<file path="src/rtl/mult_wb_queue_pkg.sv">
// Shared processor widths and the writeback entry carried from the multiplier to the ROB.
package proc;
  localparam int OPCODE_BITS  = 6;
  localparam int ROB_IDX_BITS = 6;
  localparam int ARCH_BITS    = 32;
  localparam int REG_IDX_BITS = 5;

  localparam logic [OPCODE_BITS-1:0] OPCODE_NOP = '0;

  typedef struct packed {
    logic [OPCODE_BITS-1:0]  opcode;
    logic [ROB_IDX_BITS-1:0] rob_idx;
    logic [ARCH_BITS-1:0]    pc;
    logic [REG_IDX_BITS-1:0] dst_reg;
    logic [ARCH_BITS-1:0]    res_h;
    logic [ARCH_BITS-1:0]    res_l;
  } wb_entry_t;
endpackage

</file>
<file path="src/rtl/mult_wb_queue_fifo.sv">
// Writeback entry FIFO: wrap-bit pointers, occupancy count, storage left unreset.
module mult_wb_fifo
  import proc::*;
#(
  parameter int DEPTH = 4
) (
  input  logic                     clk,
  input  logic                     rst,
  input  logic                     push,
  input  logic                     pop,
  input  wb_entry_t                wdata,
  output wb_entry_t                rdata,
  output logic                     full,
  output logic                     empty,
  output logic [$clog2(DEPTH):0]   count
);
  localparam int AW = $clog2(DEPTH);

  logic [AW:0] wr_ptr_q, wr_ptr_d;
  logic [AW:0] rd_ptr_q, rd_ptr_d;
  wb_entry_t   mem [DEPTH];

  always_comb begin
    wr_ptr_d = wr_ptr_q;
    rd_ptr_d = rd_ptr_q;
    if (push) wr_ptr_d = wr_ptr_q + 1'b1;
    if (pop)  rd_ptr_d = rd_ptr_q + 1'b1;
  end

  always_ff @(posedge clk) begin
    if (rst) begin
      wr_ptr_q <= '0;
      rd_ptr_q <= '0;
    end else begin
      wr_ptr_q <= wr_ptr_d;
      rd_ptr_q <= rd_ptr_d;
    end
  end

  always_ff @(posedge clk) begin
    if (push && !rst) mem[wr_ptr_q[AW-1:0]] <= wdata;
  end

  assign empty = (wr_ptr_q == rd_ptr_q);
  assign full  = (wr_ptr_q[AW] != rd_ptr_q[AW]) && (wr_ptr_q[AW-1:0] == rd_ptr_q[AW-1:0]);
  assign count = wr_ptr_q - rd_ptr_q;
  assign rdata = mem[rd_ptr_q[AW-1:0]];
endmodule

</file>
<file path="src/rtl/mult_wb_queue.sv">
// Multiplier writeback queue with issue credit tracking and sticky overflow flag.
// Optional same-cycle bypass of an arrival into an empty queue: define MULT_WB_BYPASS_EN.
module mult_wb_queue
  import proc::*;
#(
  parameter int DEPTH    = 4,
  parameter int MULT_LAT = 4
) (
  input  logic                    clk,
  input  logic                    rst,
  input  logic                    clear,
  input  logic                    multIssue,
  input  logic [OPCODE_BITS-1:0]  opcodeIn,
  input  logic [ROB_IDX_BITS-1:0] robIdxIn,
  input  logic [ARCH_BITS-1:0]    pcIn,
  input  logic [REG_IDX_BITS-1:0] dstRegIn,
  input  logic [ARCH_BITS-1:0]    resHIn,
  input  logic [ARCH_BITS-1:0]    resLIn,
  output logic                    wbValid,
  input  logic                    wbReady,
  output logic [OPCODE_BITS-1:0]  wbOpcode,
  output logic [ROB_IDX_BITS-1:0] wbRobIdx,
  output logic [ARCH_BITS-1:0]    wbPc,
  output logic [REG_IDX_BITS-1:0] wbDstReg,
  output logic [ARCH_BITS-1:0]    wbDataH,
  output logic [ARCH_BITS-1:0]    wbDataL,
  output logic                    canIssue,
  output logic                    ovfErr
);
  localparam int IW = $clog2(MULT_LAT + 1);

  wb_entry_t              in_e, head_e, out_e;
  logic                   arrival, flush, byp;
  logic                   full, empty, fifo_push, fifo_pop;
  logic [$clog2(DEPTH):0] count;
  logic [IW-1:0]          inflight_q, inflight_d;
  logic                   ovf_q, ovf_d;

  assign flush   = rst || clear;
  assign arrival = (opcodeIn != OPCODE_NOP);
  assign in_e    = '{opcode: opcodeIn, rob_idx: robIdxIn, pc: pcIn, dst_reg: dstRegIn,
                     res_h: resHIn, res_l: resLIn};

`ifdef MULT_WB_BYPASS_EN
  assign byp = arrival && empty && !flush;
`else
  assign byp = 1'b0;
`endif

  // A bypassed entry that the ROB takes this cycle never touches storage.
  assign fifo_pop  = !empty && wbReady;
  assign fifo_push = arrival && !flush && !(byp && wbReady) && (!full || fifo_pop);

  mult_wb_fifo #(.DEPTH(DEPTH)) u_fifo (
    .clk   (clk),
    .rst   (flush),
    .push  (fifo_push),
    .pop   (fifo_pop),
    .wdata (in_e),
    .rdata (head_e),
    .full  (full),
    .empty (empty),
    .count (count)
  );

  always_comb begin
    inflight_d = inflight_q;
    if (multIssue && !arrival && inflight_q != IW'(MULT_LAT))
      inflight_d = inflight_q + 1'b1;
    else if (!multIssue && arrival && inflight_q != '0)
      inflight_d = inflight_q - 1'b1;
    ovf_d = ovf_q | (arrival && full && !fifo_pop && !clear);
  end

  always_ff @(posedge clk) begin
    if (flush) inflight_q <= '0;
    else       inflight_q <= inflight_d;
    if (rst)   ovf_q <= 1'b0;
    else       ovf_q <= ovf_d;
  end

  // Credit uses registered state only; a pop frees its slot from the next cycle on.
  assign canIssue = (int'(count) + int'(inflight_q)) < DEPTH;
  assign ovfErr   = ovf_q;

  assign out_e    = byp ? in_e : head_e;
  assign wbValid  = !empty || byp;
  assign wbOpcode = wbValid ? out_e.opcode : OPCODE_NOP;
  assign wbRobIdx = out_e.rob_idx;
  assign wbPc     = out_e.pc;
  assign wbDstReg = out_e.dst_reg;
  assign wbDataH  = out_e.res_h;
  assign wbDataL  = out_e.res_l;
endmodule

</file>
<file path="config.mk">
export PLATFORM = sky130hd
export DESIGN_NAME = mult_wb_queue
export DESIGN_NICKNAME = d
export VERILOG_FILES = /design/src/rtl/mult_wb_queue_pkg.sv /design/src/rtl/mult_wb_queue_fifo.sv /design/src/rtl/mult_wb_queue.sv
export SDC_FILE = /design/constraint.sdc
export NUM_CORES = 1
export LEC_CHECK = 0
export ABC_AREA = 1
export CORE_MARGIN = 4
export CORE_UTILIZATION = 60
export CTS_BUF_LIST = sky130_fd_sc_hd__clkbuf_2
export CTS_CLUSTER_SIZE = 16
export DETAILED_ROUTE_END_ITERATION = 6
export GPL_ROUTABILITY_DRIVEN = 0
export GPL_TIMING_DRIVEN = 1
export PLACE_DENSITY = 0.9
export SYNTH_ARGS = -nofsm -noshare
export SYNTH_HDL_FRONTEND = slang
export SYNTH_SLANG_ARGS = --single-unit
</file>
<file path="constraint.sdc">
create_clock -name clk -period 19.1 [get_ports clk]
set_input_delay 1.91 -clock clk [delete_from_list [all_inputs] [get_ports clk]]
set_output_delay 1.91 -clock clk [all_outputs]
set_load 0.02 [all_outputs]
</file>
Word level (Yosys, flattened, before mapping)
Memory sizes are Yosys's and may differ from the RTL's. A register that Yosys moved wholly into a read port is not among the register bits. Cells that the tools add are included.

Multiplexer cells: 7. Equality and inequality tests: 4. Reduce and logical (&&, ||, !) cells: 24. Bitwise gates (word level): 1. Order comparisons: 1. Add/sub/neg operators: 6.

Operator list (count): 1-bit logical AND (12); 3-bit by 1-bit adder with 3-bit output, second input constant (3); 1-bit zero test (7); 3-bit 2-to-1 mux (2); 6-bit 2-to-1 mux (1); 6-bit nonzero test (1); 3-bit by 3-bit adder with 4-bit output (1); 4-bit by 3-bit less-than comparator with 1-bit output, second input constant (1); 2-bit 2-to-1 mux (2); 3-bit == test (1); 3-bit != test, second input constant (1); 3-bit nonzero test (1); 3-bit by 1-bit subtractor with 3-bit output, second input constant (1); 3-bit subtractor (1); 2-bit == test (1); 1-bit logical OR (2); 1-bit 2-to-1 mux (2); 2-bit nonzero test (1); 1-bit != test (1); 1-bit OR (1).

Memories kept: 1. Word-level logic and storage cells: 48. Bits in writable memories: 452. Bits of input ports: 118. Bits in registers: 10.

Memories: u_fifo.mem (words 4, width 113, read ports 1, clocked after memory_dff 1, wr ports 1, line mult_wb_queue_fifo.sv:21) `wb_entry_t mem [DEPTH];`.

Logic depth before layout (Yosys ltp)
Gate-level depths: netlist (run 1).

Depth in word-level cells: 8. Depth in mapped cells: 10. Depth with buffers taken out: 10.

Modules after synthesis
Synthesis (run 1) repeated with hierarchy kept, for this count alone.

Cell total of the unflattened synthesis: 1898. Area, all modules: 19791.5 µm².

Modules (own cells, without submodules): mult_wb_fifo (area each 19393.6 µm², instances 1, cells each 1836, seq. area each 13733.2 µm²); mult_wb_queue (area each 397.9 µm², instances 1, cells each 62, seq. area each 80.1 µm²).

Least setup slack after synthesis (run 1)
Ideal clock, no wire load.

Path type: input to register. From: input port opcodeIn[5]. To: memory u_fifo.mem[0][0] in the netlist's numbering, enable pin. Setup slack: 11.574 ns. Buffers on the path: 0. Stages: 4. Arrival time: 6.939 ns. Library setup time: 0.586 ns. Data required time: 18.514 ns. Cell sequence: nor2_1 -> nand3_1 -> nand3_4 -> nor2_1.

Cells in the longest elaborated chain, start to end: 6.

RTL lines: from (decl) (line mult_wb_queue.sv:13) `input logic [OPCODE_BITS-1:0] opcodeIn,`; 6-bit nonzero test (line mult_wb_queue.sv:40) `assign arrival = (opcodeIn != OPCODE_NOP);`; 1-bit logical AND (2 in series) (line mult_wb_queue.sv:52) `assign fifo_push = arrival && !flush && !(byp && wbReady) && (!full || fifo_pop);`; 1-bit logical AND (line mult_wb_queue_fifo.sv:41) `if (push && !rst) mem[wr_ptr_q[AW-1:0]] <= wdata;`; 1-bit 2-to-1 mux (line mult_wb_queue_fifo.sv:41); 1-bit 2-to-1 mux (implied by the code) (line mult_wb_queue_fifo.sv:41); to (decl) (line mult_wb_queue_fifo.sv:21).

Every way passes these cells.

==> out/qor.csv, run 1 <==
metric,value,unit
Rows,62,
Hold Fails Final Rpt,0,
"Critical Path, Cell by Cell","buf_4, buf_4, o21ai_0, o22ai_1, clkdlybuf4s50_1",
met1 Use GR,0.2902,
r2r setup slk,15.77,ns
Yosys top cell by area,edfxtp_1,
top post-synthesis cells by area,"edfxtp_1 (78%), o21ai_0 (5.7%), nor2_1 (5.5%)",
die area,31960,um^2
htree depth,3,
Slew Limit Fails,0,
clk slew on worst S/H paths,0.10,ns
Final Critical Period,6.438,ns
maximum VDD drop,0.07170,mV
post-CTS sizing,0,
Synth Instances,1207,
via count,11250,
met2 GRT Util,0.4024,
"Avg Cell Area, Syn",14.50,um^2
CP arrival,4.53,ns
antenna violations before repair,3,
Root Driver,clkbuf_2,
setup bufs post-CTS,0,
critical path endpoint category,output pin,
post-detail-place hpwl,22.24,mm
Clock Path Buffers,3,
largest net degree at the start of global routing,124,
Total GRT Usage,0.2375,
Unique masters post-synth,26,
post-cts hold buffer count,0,
final core occ,0.7308,
WHS,0.4903,ns
DR pass1 iterations,5,
Synth Net Count,1336,
Area growth syn-to-layout,19.86,%
worst-path fanout max,104,
status,"complete, no violations",
PwrDens,91.23,nW/um^2
Core ar.,28700,um^2
post-route clock period utilization,0.3371,
reg2reg end,u_fifo.mem[2][8]$_DFFE_PP_,
worst endpoint required time,17.19,ns
# setup viols final,0,
final setup skew,0.07076,ns
RSZ-0062 raised after global routing,false,
most crowded layer after global routing,met2,
Worst setup SP type,register,
mapped cell area,17500,um^2
Die H,178.8,um
fmax,155.3,MHz
total CTS buffers,105,
leakage power,7.119,nW
met3 Use GR,0.07107,
synthesized flop and latch total,464,
max_cap viols,0,
Yosys Warn Count,0,
power consumption,1.914,mW
clk_lat worst skew,0.92,ns
IO Port Bufs,233,
number of global-route vias before repair,11450,
Worst Hold End,ovfErr$_SDFF_PP0_,
worst hold stages,2,
post-route antenna net violation count,0,
DRT Wirelength,38.90,mm
setup TNS,0,ns
proportion of layout cells with a drive suffix above 1,0.1197,
Initial Utilization,0.6097,
most frequent CP cell,buf_4,
die width,178.8,um
Synth top area share,0.7756,
io pins,234,
first-pass GRT wire length,58.64,mm
min-delay src,ovfErr$_SDFF_PP0_,
vias per cell,5.749,
worst slew pin tran,1.072,ns
CTS tree,built,
worst r2r src,u_fifo.wr_ptr_q[0]$_SDFFE_PP0P_,
CTS sink cnt,464,
Iteration-0 DRC Markers,1053,
# nets final,1616,
gr ovfl total,0,
Worst R2R Path Depth,9,
Rel. slew slack,0.2850,
Crit Path Category,reg -> out,
worst hold path type,reg -> reg,
slowest cell delay on critical path,0.88,ns
"Seq/Total Area, Yosys",0.7894,
critical path's slowest cell,buf_4,
drt drc,0,
drt wl/cell,19.89,um
==> worst max-delay path by stage <==
stage,end
final,wbPc[28]
after global routing,wbOpcode[1]
after CTS,wbPc[28]
after detailed placement,wbPc[28]
after global placement,wbOpcode[3]
after floorplan,u_fifo.mem[0][0]$_DFFE_PP_
==> power breakdown <==
group | switching, mW | internal [mW]
registers | 0.00690 | 1.14
clock network | 0.368 | 0.219
logic | 0.106 | 0.0783
==> cell families after synthesis <==
logic type	after synthesis	share of synthesized area
xor gates and xnor gates	1	0.0005006
buffers and inverters	92	0.02781
AOI/OAI and AO/OA	356	0.1098
and+or+nand+nor	283	0.06385
adders and majority gates	11	0.008723
DFF	464	0.7894
==> per-layer routing <==
layer / vias up / part of all wire / wire, um
met5: - / 0.00033 / 13
met4: 2 / 0.028 / 1095
met3: 93 / 0.10 / 3948
met2: 506 / 0.50 / 19470
met1: 5492 / 0.37 / 14370
li1: 5153 / - / -
==> synth_stat cells (all sizes together) <==
master and count:
ha 9, clkbuf 33, a21boi 2, a21oi 14
edfxtp 452, nor2 260, nor3 1, o22ai 107
nand3 3, o21ai 233, xnor2 1, dfxtp 12
fa 2, nand2 18, nor4 1, inv 19
buf 40
==> layout by cell type, fill, tap and decap left out <==
cell type / instances
a21boi_0: 2
a21oi_1: 14
buf_4: 13
clkbuf_2: 151
clkdlybuf4s50_1: 233
clkinv_1: 29
clkinv_2: 4
clkinv_4: 1
clkinvlp_4: 1
dfxtp_1: 10
dfxtp_4: 2
diode_2: 2
edfxtp_1: 452
fa_1: 2
ha_1: 9
inv_1: 17
inv_2: 1
inv_6: 3
inv_8: 2
nand2_1: 16
nand2_2: 2
nand3_1: 2
nand3_4: 1
nor2_1: 253
nor2_4: 7
nor3_1: 1
nor4_1: 1
o21ai_0: 198
o21ai_1: 35
o22ai_1: 107
xnor2_1: 1
==> per-stage QoR <==
stage               worst slack (ns)  area, um^2  std cells
floorplan                      11.57       17500       1207
global placement               13.81       20030       1764
detailed placement             13.72       20030       1764
CTS                            12.66       20970       1954
global route                   12.40       20980       1956
finish                         12.66       20980       1956
==> worst max-delay path, delay by kind of cell, from the launching register on <==
family                 cells  cell delay (ns)
AO/OA/AOI/OAI              2             0.57
buffers and inverters      3             2.28
flip-flops                 1             0.57
==> flip-flops by register name, summed over array words and instances, names as in the netlist, named ones only <==
signal           cells
inflight_q           3
ovfErr               1
u_fifo.mem         452
u_fifo.rd_ptr_q      3
u_fifo.wr_ptr_q      3
==> area by class of cell <==
cell class / instances / area, um^2
Multi-Input combinational cell: 651 / 3222
Fill cell: 1736 / 7727
Clock inverter: 39 / 183.9
Timing Repair Buffer: 246 / 2430
Antenna cell: 2 / 5.005
Tap cell: 384 / 480.5
Sequential cell: 464 / 13820
Clock buffer: 151 / 755.7
Inverter: 19 / 77.57
No activity file was read; power rests on OpenSTA's default activity.
==> run 2: changes to the inputs <==
--- a/config.mk
+++ b/config.mk
@@ -7,13 +7,13 @@
 export LEC_CHECK = 0
 export ABC_AREA = 1
 export CORE_MARGIN = 4
-export CORE_UTILIZATION = 60
+export CORE_UTILIZATION = 57
 export CTS_BUF_LIST = sky130_fd_sc_hd__clkbuf_2
 export CTS_CLUSTER_SIZE = 16
 export DETAILED_ROUTE_END_ITERATION = 6
 export GPL_ROUTABILITY_DRIVEN = 0
 export GPL_TIMING_DRIVEN = 1
-export PLACE_DENSITY = 0.9
+export PLACE_DENSITY = 0.86
 export SYNTH_ARGS = -nofsm -noshare
 export SYNTH_HDL_FRONTEND = slang
 export SYNTH_SLANG_ARGS = --single-unit
==> constraint.sdc (replaced) <==
create_clock -name clk -period 6.1 [get_ports clk]
set_input_delay 0.61 -clock clk [delete_from_list [all_inputs] [get_ports clk]]
set_output_delay 0.61 -clock clk [all_outputs]
set_load 0.02 [all_outputs]
==> out/qor.csv, run 2 (synthesis results as in run 1) <==
metric,value,unit,change
drt drc,0,,unchanged
CTS tree,built,,
"commonest non-fill, non-tap cell in the layout",edfxtp_1,,
drt wl/cell,19.64,um,-1.3%
gr ovfl total,0,,unchanged
most frequent cells in the layout,"edfxtp_1 (452), nor2_1 (253), clkdlybuf4s50_1 (233)",,
max reg flops,452,,unchanged
total CTS buffers,106,,+0.95%
final core occ,0.7035,,-0.02727
worst slew pin tran,1.153,ns,+0.08043 ns
clk slew on worst S/H paths,0.10,ns,about the same
Clock Path Buffers,3,,unchanged
vias per cell,5.705,,-0.77%
io pins,234,,unchanged
leakage power,7.162,nW,+0.60%
# nets final,1617,,+0.062%
min setup slack post-route,1.644,ns,-11.02 ns
worst-path fanout max,143,,+38%
Die H,183.2,um,+2.5%
status,"complete, no violations",,
final setup skew,0.1175,ns,+0.04673 ns
Crit Path Category,reg -> out,,
clk_lat worst skew,0.93,ns,about the same
DR pass1 iterations,5,,unchanged
number of global-route vias before repair,11230,,-1.9%
max_cap viols,0,,unchanged
first-pass GRT wire length,58.91,mm,+0.46%
RSZ-0062 raised after global routing,false,,
sequential cell area,13820,um^2,unchanged
Area growth syn-to-layout,20.42,%,
worst endpoint required time,5.49,ns,-11.70 ns
post-route antenna net violation count,0,,unchanged
Slew Limit Fails,0,,unchanged
Rel. slew slack,0.2314,,-0.05362
critical path endpoint category,output pin,,
Fillers,1968,,+13%
maximum VDD drop,0.1829,mV,+160%
post-route clock period utilization,0.7305,,
Hold Fails Final Rpt,0,,unchanged
worst hold path type,in -> reg,,
Rows,63,,+1.6%
proportion of layout cells with a drive suffix above 1,0.1233,,+0.003508
multi-input logic area,3222,um^2,unchanged
Total GRT Usage,0.2234,,-0.01403
CP arrival,3.85,ns,-0.68 ns
post-detail-place hpwl,21.63,mm,-2.8%
# setup viols final,0,,unchanged
die area,33570,um^2,+5.0%
Core ar.,29950,um^2,+4.4%
via count,11220,,-0.21%
Iteration-0 DRC Markers,1069,,+1.5%
post-cts hold buffer count,0,,unchanged
largest net degree at the start of global routing,144,,+16%
IO Port Bufs,233,,unchanged
PwrDens,286.8,nW/um^2,+210%
setup bufs post-CTS,0,,unchanged
fmax,224.4,MHz,
DRT Wirelength,38.62,mm,-0.71%
Worst setup SP type,register,,
Root Driver,clkbuf_2,,
Initial Utilization,0.5842,,-0.02547
antenna violations before repair,4,,+1
post-CTS sizing,0,,unchanged
CTS sink cnt,464,,unchanged
htree depth,3,,unchanged
Final Critical Period,4.456,ns,
die width,183.2,um,+2.5%
Setup WS pre-CTS,2.532,ns,-11.19 ns
-- run 2: worst paths after layout --
| kind | cells past startpoint | slack, ns | endpoint | start |
|---|---|---|---|---|
| max reg2reg | 8 | 3.23 | u_fifo.mem[2][59]$_DFFE_PP_ | u_fifo.wr_ptr_q[0]$_SDFFE_PP0P_ |
| max | 5 | 1.64 | wbDataL[28] | register |
| min | 1 | 0.31 | u_fifo.mem[1][84]$_DFFE_PP_ | pcIn[15] |
| min reg2reg | 2 | 0.48 | ovfErr$_SDFF_PP0_ | ovfErr$_SDFF_PP0_ |
-- run 2: stage by stage --
stage               cells  cell area [um^2]  TNS, ns  hold WS [ns]  power (mW)
finish               1967             21070        0        0.3125       6.043
global route         1966             21070        0        0.1971       6.316
CTS                  1964             21070        0        0.1910       6.103
detailed placement   1770             20090        0        0.4678       4.229
global placement     1770             20090        0        0.4543       4.213
floorplan            1207             17500   -96.00        0.4659       3.919
-- run 2: per-layer routing --
layer	vias to the layer above	wire length, um	GRT usage
met5	-	46	0
met2	555	18820	0.3630
li1	5157	-	-
met3	90	3555	0.05910
met4	6	987	0.08045
met1	5414	15210	0.2958
-- run 2: report_power, final --
group | total, mW | internal (mW) | switching, mW
clock network | 1.89 | 0.740 | 1.15
registers | 3.58 | 3.56 | 0.0192
logic | 0.582 | 0.247 | 0.335
total | 6.04 | 4.54 | 1.50
-- run 2: area by class of cell --
class	count	share of cell area
diodes	3	0.0003563
clock buffers	156	0.03705
clock inverters	38	0.009322
inverters	19	0.003681
multi-input cells	651	0.1529
flip-flops and latches	464	0.6559
well taps	390	0.02316
repair buffers	246	0.1177
-- run 2: critical path: stages (launching register included) --
cell	delay [ns]
dfxtp_4	0.53
inv_6	0.79
buf_4	0.52
o21ai_0	0.15
o22ai_1	0.25
clkdlybuf4s50_1	0.67
==> run 3: changes to the inputs <==
==> constraint.sdc (replaced) <==
create_clock -name clk -period 4.3 [get_ports clk]
set_input_delay 0.43 -clock clk [delete_from_list [all_inputs] [get_ports clk]]
set_output_delay 0.43 -clock clk [all_outputs]
set_load 0.02 [all_outputs]
==> out/qor.csv, run 3 (synthesis results as in run 1) <==
metric,value,unit,change
Rel. slew slack,0.3939,,+0.1624
sequential cell area,13820,um^2,unchanged
reg2reg end,u_fifo.mem[1][74]$_DFFE_PP_,,
max_cap viols,0,,unchanged
DR pass1 iterations,5,,unchanged
"commonest non-fill, non-tap cell in the layout",edfxtp_1,,
placed instance area,20110,um^2,+0.11%
clk_lat worst skew,0.87,ns,-0.06 ns
Core ar.,29950,um^2,unchanged
fmax,270.7,MHz,
largest net degree at the start of global routing,227,,+58%
Total GRT Usage,0.2188,,-0.004594
CTS tree,built,,
Worst R2R Path Depth,8,,unchanged
min setup slack post-route,0.6060,ns,-1.038 ns
r2r setup slk,1.76,ns,-1.47 ns
worst endpoint required time,3.87,ns,-1.62 ns
clk slew on worst S/H paths,0.09,ns,about the same
Root Driver,clkbuf_2,,
post-route antenna net violation count,0,,unchanged
Critical Path End,canIssue,,
drt drc,0,,unchanged
Final Instance Area,21060,um^2,about the same
post-detail-place hpwl,21.20,mm,-1.9%
IO Port Bufs,233,,unchanged
# setup viols final,0,,unchanged
Placed Instances,1773,,+0.17%
Iteration-0 DRC Markers,1069,,unchanged
Initial Utilization,0.5842,,unchanged
post-cts hold buffer count,0,,unchanged
drt wl/cell,19.05,um,-3.0%
multi-input logic area,3222,um^2,unchanged
Setup WS pre-CTS,1.495,ns,-1.037 ns
first-pass GRT wire length,58.08,mm,-1.4%
number of global-route vias before repair,11130,,-0.89%
power consumption,8.484,mW,+40%
status,"complete, no violations",,
CP arrival,3.26,ns,-0.59 ns
via count,11020,,-1.8%
io pins,234,,unchanged
worst slew pin tran,0.9092,ns,-0.2437 ns
post-CTS sizing,0,,unchanged
leakage power,7.161,nW,about the same
DRT Wirelength,37.49,mm,-2.9%
setup TNS,0,ns,unchanged
worst hold path type,in -> reg,,
htree depth,3,,unchanged
Worst setup SP type,register,,
final setup skew,0.08791,ns,-0.02959 ns
worst-path fanout max,5,,-97%
max reg flops,452,,unchanged
Final Critical Period,3.694,ns,
# nets final,1621,,+0.25%
Die H,183.2,um,unchanged
setup bufs post-CTS,0,,unchanged
die area,33570,um^2,unchanged
RSZ-0062 raised after global routing,false,,
vias per cell,5.601,,-1.8%
CTS sink cnt,464,,unchanged
antenna violations before repair,1,,-3
post-route clock period utilization,0.8591,,
Rows,63,,unchanged
crit path launch,u_fifo.wr_ptr_q[0]$_SDFFE_PP0P_,,
Layout Cells excl Fill,1968,,+0.051%
Crit Path Category,reg -> out,,
gr ovfl total,0,,unchanged
PwrDens,402.8,nW/um^2,+40%
Fillers,1981,,+0.66%
Clock Path Buffers,3,,unchanged
most frequent cells in the layout,"edfxtp_1 (452), nor2_1 (253), clkdlybuf4s50_1 (233)",,
proportion of layout cells with a drive suffix above 1,0.1243,,+0.001034
die width,183.2,um,unchanged
Hold Fails Final Rpt,0,,unchanged
worst r2r src,u_fifo.wr_ptr_q[0]$_SDFFE_PP0P_,,
Slew Limit Fails,0,,unchanged
Area growth syn-to-layout,20.35,%,about the same
critical path endpoint category,output pin,,
maximum VDD drop,0.2867,mV,+57%
total CTS buffers,107,,+0.94%
-- run 3: cell count changes in the layout (fill, tap and decap cells not counted), sizes merged --
| cell | change |
|---|---|
| inv | -2 |
| diode | -2 |
| buf | +3 |
| clkbuf | +2 |
| bufinv | -1 |
| clkinvlp | +2 |
| clkinv | -1 |
-- run 3: per-layer routing --
metal	global-route usage	routed length [um]
met1	0.2858	14870
met2	0.3673	18680
met3	0.05613	3392
met4	0.06615	549
met5	0	0
-- run 3: worst max-delay path: stages, from the launching register on --
cell	delay (ns)
dfxtp_1	0.34
inv_1	0.14
ha_1	0.16
inv_1	0.04
fa_1	0.37
xnor2_1	0.18
ha_1	0.25
nor4_1	0.25
clkdlybuf4s50_1	0.65
-- run 3: power breakdown --
group | internal, mW | total (mW) | switching (mW)
logic | 0.351 | 0.826 | 0.475
clock network | 0.990 | 2.59 | 1.60
registers | 5.04 | 5.07 | 0.0210
total | 6.39 | 8.48 | 2.10
-- run 3: how the worst min path moves through the flow --
stage	from	to	slack, ns	depth (start not counted)
finish	rst	ovfErr$_SDFF_PP0_	0.17	2
global route	resHIn[14]	u_fifo.mem[1][46]$_DFFE_PP_	0.06	1
CTS	rst	ovfErr$_SDFF_PP0_	0.01	2
detailed placement	ovfErr$_SDFF_PP0_	ovfErr$_SDFF_PP0_	0.49	2
global placement	ovfErr$_SDFF_PP0_	ovfErr$_SDFF_PP0_	0.45	2
floorplan	u_fifo.rd_ptr_q[0]$_SDFFE_PP0P_	register	0.47	1
-- run 3: layout make-up --
class | count | area share
sequential | 464 | 0.6563
clock buffer | 158 | 0.03755
inverter | 19 | 0.003683
timing repair buffer | 249 | 0.1188
clock inverter | 36 | 0.007426
antenna | 1 | 0.0001188
tap | 390 | 0.02317
multi-input combinational | 651 | 0.1530
-- run 3: per-stage QoR --
step | utilization | hold slack [ns]
CTS | 0.7030 | 0.01152
floorplan | - | 0.4659
finish | 0.7031 | 0.1676
detailed placement | 0.6714 | 0.4947
global route | 0.7031 | 0.05601
global placement | 0.6714 | 0.4523
